===== config.mk =====
export PLATFORM = sky130hd
export DESIGN_NAME = xspi_xfer_arbiter
export DESIGN_NICKNAME = d
export VERILOG_FILES = /design/src/rtl/xspi_arb_pkg.sv /design/src/rtl/xspi_xfer_arbiter.sv
export SDC_FILE = /design/constraint.sdc
export NUM_CORES = 1
export LEC_CHECK = 0
export ABC_AREA = 1
export ABC_CLOCK_PERIOD_IN_PS = 1900
export BUFFER_PORTS_ARGS = -buffer_cell sky130_fd_sc_hd__buf_2
export CAP_MARGIN = 20
export CORE_MARGIN = 10
export CORE_UTILIZATION = 47
export DETAILED_ROUTE_END_ITERATION = 8
export GPL_ROUTABILITY_DRIVEN = 0
export MAX_ROUTING_LAYER = met4
export PLACE_DENSITY_LB_ADDON = 0.08
export SLEW_MARGIN = 20
export SYNTH_ARGS = -nofsm -noshare
export SYNTH_HDL_FRONTEND = slang
export SYNTH_SLANG_ARGS = --single-unit

===== constraint.sdc =====
create_clock -name mem_clk -period 1.9 [get_ports mem_clk]
set_clock_uncertainty 0.15 [all_clocks]
set_input_delay 0.38 -clock mem_clk [delete_from_list [all_inputs] [get_ports mem_clk]]
set_output_delay 0.38 -clock mem_clk [all_outputs]
set_load 0.1 [all_outputs]

===== src/rtl/xspi_arb_pkg.sv =====
// Shared encodings for the xSPI transfer arbiter: FSM states, owner select
// values and the default timeout-counter width.
package xspi_arb_pkg;

  typedef enum logic [1:0] {
    ST_IDLE   = 2'd0,
    ST_ACTIVE = 2'd1,
    ST_HOLD   = 2'd2
  } arb_state_e;

  localparam logic SEL_CSR   = 1'b0;
  localparam logic SEL_MEM   = 1'b1;
  localparam int   TMO_W_DEF = 16;

endpackage


===== src/rtl/xspi_xfer_arbiter.sv =====
// Arbitrates the CSR and AXI-memory paths for the single xSPI sequencer:
// grant, transfer watchdog and CS# inter-transfer hold.
module xspi_xfer_arbiter
  import xspi_arb_pkg::*;
#(
  parameter int TMO_W = TMO_W_DEF
) (
  input  logic             mem_clk,
  input  logic             mem_rst_n,
  input  logic             csr_req_i,
  input  logic             mem_req_i,
  input  logic             mem_prio_i,
  input  logic [3:0]       cs_hold_i,
  input  logic [TMO_W-1:0] tmo_limit_i,
  input  logic             seq_done_i,
  output logic             csr_gnt_o,
  output logic             mem_gnt_o,
  output logic             seq_start_o,
  output logic             seq_sel_o,
  output logic             seq_abort_o,
  output logic             csr_done_o,
  output logic             mem_done_o,
  output logic             tmo_err_o,
  output logic             busy_o
);

  arb_state_e       state_q, state_d;
  logic             last_sel_q, last_sel_d;
  logic [TMO_W-1:0] tmo_cnt_q, tmo_cnt_d;
  logic [3:0]       hold_cnt_q, hold_cnt_d;
  logic             start_q, start_d;
  logic             abort_q, abort_d;
  logic             err_q, err_d;
  logic             csr_done_q, csr_done_d;
  logic             mem_done_q, mem_done_d;

  logic             winner;
  logic             tmo_hit;

  // Fixed priority favours MEM; otherwise alternate away from the last owner.
  always_comb begin
    winner = SEL_CSR;
    if (csr_req_i && mem_req_i) winner = mem_prio_i ? SEL_MEM : ~last_sel_q;
    else if (mem_req_i)         winner = SEL_MEM;
  end

  assign tmo_hit = (tmo_limit_i != '0) && (tmo_cnt_q == tmo_limit_i);

  always_comb begin
    state_d    = state_q;
    last_sel_d = last_sel_q;
    tmo_cnt_d  = tmo_cnt_q;
    hold_cnt_d = hold_cnt_q;
    start_d    = 1'b0;
    abort_d    = 1'b0;
    err_d      = 1'b0;
    csr_done_d = 1'b0;
    mem_done_d = 1'b0;
    unique case (state_q)
      ST_IDLE: begin
        if (csr_req_i || mem_req_i) begin
          state_d    = ST_ACTIVE;
          last_sel_d = winner;
          tmo_cnt_d  = '0;
          start_d    = 1'b1;
        end
      end
      ST_ACTIVE: begin
        if (tmo_cnt_q != '1) tmo_cnt_d = tmo_cnt_q + {{(TMO_W-1){1'b0}}, 1'b1};
        // A done arriving on the timeout cycle still completes normally.
        if (seq_done_i || tmo_hit) begin
          if (seq_done_i) begin
            csr_done_d = (last_sel_q == SEL_CSR);
            mem_done_d = (last_sel_q == SEL_MEM);
          end else begin
            abort_d = 1'b1;
            err_d   = 1'b1;
          end
          hold_cnt_d = cs_hold_i;
          state_d    = (cs_hold_i == 4'd0) ? ST_IDLE : ST_HOLD;
        end
      end
      ST_HOLD: begin
        if (hold_cnt_q <= 4'd1) begin
          hold_cnt_d = 4'd0;
          state_d    = ST_IDLE;
        end else begin
          hold_cnt_d = hold_cnt_q - 4'd1;
        end
      end
      default: state_d = ST_IDLE;
    endcase
  end

  always_ff @(posedge mem_clk or negedge mem_rst_n) begin
    if (!mem_rst_n) begin
      state_q    <= ST_IDLE;
      last_sel_q <= SEL_MEM;
      tmo_cnt_q  <= '0;
      hold_cnt_q <= 4'd0;
      start_q    <= 1'b0;
      abort_q    <= 1'b0;
      err_q      <= 1'b0;
      csr_done_q <= 1'b0;
      mem_done_q <= 1'b0;
    end else begin
      state_q    <= state_d;
      last_sel_q <= last_sel_d;
      tmo_cnt_q  <= tmo_cnt_d;
      hold_cnt_q <= hold_cnt_d;
      start_q    <= start_d;
      abort_q    <= abort_d;
      err_q      <= err_d;
      csr_done_q <= csr_done_d;
      mem_done_q <= mem_done_d;
    end
  end

  // last_sel doubles as the current owner from grant until the next grant.
  assign busy_o      = (state_q != ST_IDLE);
  assign csr_gnt_o   = (state_q == ST_ACTIVE) && (last_sel_q == SEL_CSR);
  assign mem_gnt_o   = (state_q == ST_ACTIVE) && (last_sel_q == SEL_MEM);
  assign seq_sel_o   = busy_o && last_sel_q;
  assign seq_start_o = start_q;
  assign seq_abort_o = abort_q;
  assign tmo_err_o   = err_q;
  assign csr_done_o  = csr_done_q;
  assign mem_done_o  = mem_done_q;

endmodule


==> impl_metrics.csv <==
group,metric,value,unit
outcome,status,"complete, no violations",
cells_and_area,final.fill_count,357,
pwr,power_density,1192,nW/µm²
worst_setup_path,rr_startpoint,"tmo_cnt_q[0]",
synth,yosys_most_used_dff,"dfrtp_1",
die,rows,22,
worst_setup_path,critPathRequiredTime,1370,ps
clock_network,cts_htree_levels,1,
die,die_w,82.88,µm
synth,synth.ff_latch_count,27,
clock_network,clk_pin_slew_worst_paths,100,ps
route,antenna_violating_nets_post_route,0,
sta,hold_viol,0,
worst_setup_path,critical_path_arrival,1330,ps
synth,mappedNetlistArea,1858,µm²
synth,yosysSeqAreaShare,0.3643,
route,routed_length_per_instance,13.42,µm
worst_setup_path,crit_start,"last_sel_q",
synth,avgSynthCellArea,6.959,µm²
clock_network,root_buffer,"clkbuf_8",
worst_setup_path,crit_fanout,4,
worst_setup_path,cp-start-kind,"flop",
cells_and_area,final_nets,346,
cells_and_area,antenna_cells_inserted,0,
synth,yosys.cell_types.count,35,
route,drc_errors,0,
clock_network,cts_tree,"yes",
synth,netlist_top_cells_area,"dfrtp_1, nand2_1, inv_1",
cells_and_area,layout_commonest_cell,"nand2_1",
clock_network,sink_count,27,
die,fp.dieH,82.88,µm
synth,yosys_warnings,0,
cells_and_area,area_growth_syn_to_layout,27.81,%
die,floorplan.core_area,3744,µm²
route,finalWirelength,4885,µm
worst_setup_path,category_of_the_worst_setup_path_capture_point,"output pin",
grt,number_of_antenna_violations_at_the_first_check_in_global_routing,0,
cells_and_area,drive_above_1_share,0.2880,
synth,netlist.top_cell.by_area,"dfrtp_1",
synth,async_sr_flop_fraction,1.000,
route,first_iter_violations,118,
sta,fmax,0.5387,GHz
die,ioPinCount,35,
grt,number_of_global_route_vias_before_repair,1792,
sta,worst_slack,43.78,ps
sta,max_slew.worst_pin.slew,630.5,ps
sta,max-slew-margin-rel,0.5797,
cells_and_area,layout.area.seq,681.9,µm²
pwr,total_leakage_power,1.137,nW
sta,final_critical_delay_including_setup_and_external_delays,1856,ps
sta,fin_crit_sh,0.9770,
sta,number_of_pins_exceeding_their_max_slew_limit_in_the_final_report,0,
die,floorplan.initialDensity,0.4963,
worst_setup_path,critPathKind,"flop to output pin",
placement,port_buffers,34,
die,design.die.area,6868,µm²
grt,globalRoute.totalOverflow,0,
synth,syn_inst,267,
sta,whs,183.6,ps
pwr,vdd_drop_max,604.3,µV
cells_and_area,layout.cells.most_common_list,"nand2_1, inv_1, buf_2, nor2_1, dfrtp_1",
grt,grt_max_degree,28,
route,route.vias.total,1789,
grt,globalRouteTotalUtil,0.1398,
grt,grt_first_pass_wirelength,8148,µm
clock_network,clk-insertion-delay-late,280,ps
cells_and_area,combined_area_of_the_multi_input_logic_cells,1067,µm²
route,avgViaCountPerCell,4.915,
synth,syn-num-nets,296,
flow_run,max-cap-violations,0,
min_path,hold_path_startpoint,"seq_done_i",
synth,synth_edf_count,0,
sta,setup_viol_count_final,0,
synth,yosysTopAreaCellShare,0.3502,
clock_network,cts_buffer_depth,2,
placement,dp_slack,1.359,ps
min_path,timing.hold.worst.class,"primary input to flop",
route,detail_route.first_pass.iterations,4,
placement,hpwlAfterDp,3772,µm
clock_network,cts_buffers,3,
through the flow:
| step | power [mW] | instances | utilization | TNS [ps] | area (µm²) |
|---|---|---|---|---|---|
| 2_1_floorplan | 1.868 | 267 | - | -49.02 | 1887 |
| 3_3_place_gp | 2.322 | 351 | 0.5859 | 0 | 2193 |
| 3_5_place_dp | 2.333 | 351 | 0.5859 | 0 | 2193 |
| 4_1_cts | 2.695 | 356 | 0.6039 | 0 | 2261 |
| 5_1_grt | 3.015 | 364 | 0.6344 | -79.38 | 2375 |
| 6_report | 2.831 | 364 | 0.6344 | 0 | 2375 |
cell type report:
type                       instances  share of cell area
sequential                        27              0.2871
multi-input combinational        195              0.4494
clock buffer                       3             0.01739
timing repair buffer              49              0.1502
clock inverter                     1            0.003161
tap                               48             0.02529
inverter                          41             0.06744
cell usage after synthesis, types with 2 or more instances:
master	n
dfrtp_1	26
ha_1	3
inv_1	31
inv_2	8
nand2_1	76
nand2_2	3
nand3_1	19
nand3_2	2
nand4_1	4
nor2_1	30
nor2_2	2
nor2_4	2
nor3_1	8
o21ai_0	5
o21ai_1	11
o22ai_1	3
xnor2_1	9
xor2_1	8
state kept, by name, summed over array words and instances, names as in the netlist:
signal       flops
csr_done_o       1
hold_cnt_q       4
last_sel_q       1
mem_done_o       1
seq_start_o      1
state_q          2
tmo_cnt_q       16
tmo_err_o        1
final timing paths:
kind / endpoint / slack [ps] / cells past startpoint
max in group asynchronous: state_q[0] / 650 / 2
min: tmo_err_o / 180 / 2
min in group asynchronous: tmo_cnt_q[14] / 490 / 2
max: seq_sel_o / 40 / 3
max reg2reg: tmo_cnt_q[9] / 110 / 10
min reg2reg: hold_cnt_q[1] / 400 / 2
metal layers:
layer,track usage,up-vias,share of wire,routed length [µm]
li1,-,940,-,-
met3,0.03711,2,0.050,245
met4,0.01538,0,0.0039,19
met2,0.2311,43,0.48,2367
met5,-,-,0,0
met1,0.1715,804,0.46,2252
logic make-up (layout without fill, tap and decap cells):
kind of cell | count (synthesis) | after routing | synth area share
and+or+nand+nor | 150 | 150 | 0.3562
buffers and inverters | 45 | 94 | 0.09899
DFF | 27 | 27 | 0.3643
AOI/OAI and AO/OA | 25 | 25 | 0.08013
xor gates and xnor gates | 17 | 17 | 0.08014
adders and majority gates | 3 | 3 | 0.02020
timing repair:
item | CTS | global route
resized for setup | 3 | 16
setup endpoints to repair | 3 | 21
endpoints found under the hold margin | 26 | 0
buffers inserted | 0 | 8
hold buffers | 1 | 0
pin swaps | 0 | 3
where the power goes:
group	switching, mW	total (mW)	leakage, nW	internal [mW]
sequential	0.112	0.808	0.355	0.695
combinational	1.11	1.69	0.760	0.576
clock	0.187	0.336	0.0217	0.149
critical path, stage by stage (launching register included):
cell and delay [ps]:
dfstp_2 580, clkinvlp_4 160, nor2_4 130, buf_12 180
Power figures use the tool's default switching activity.
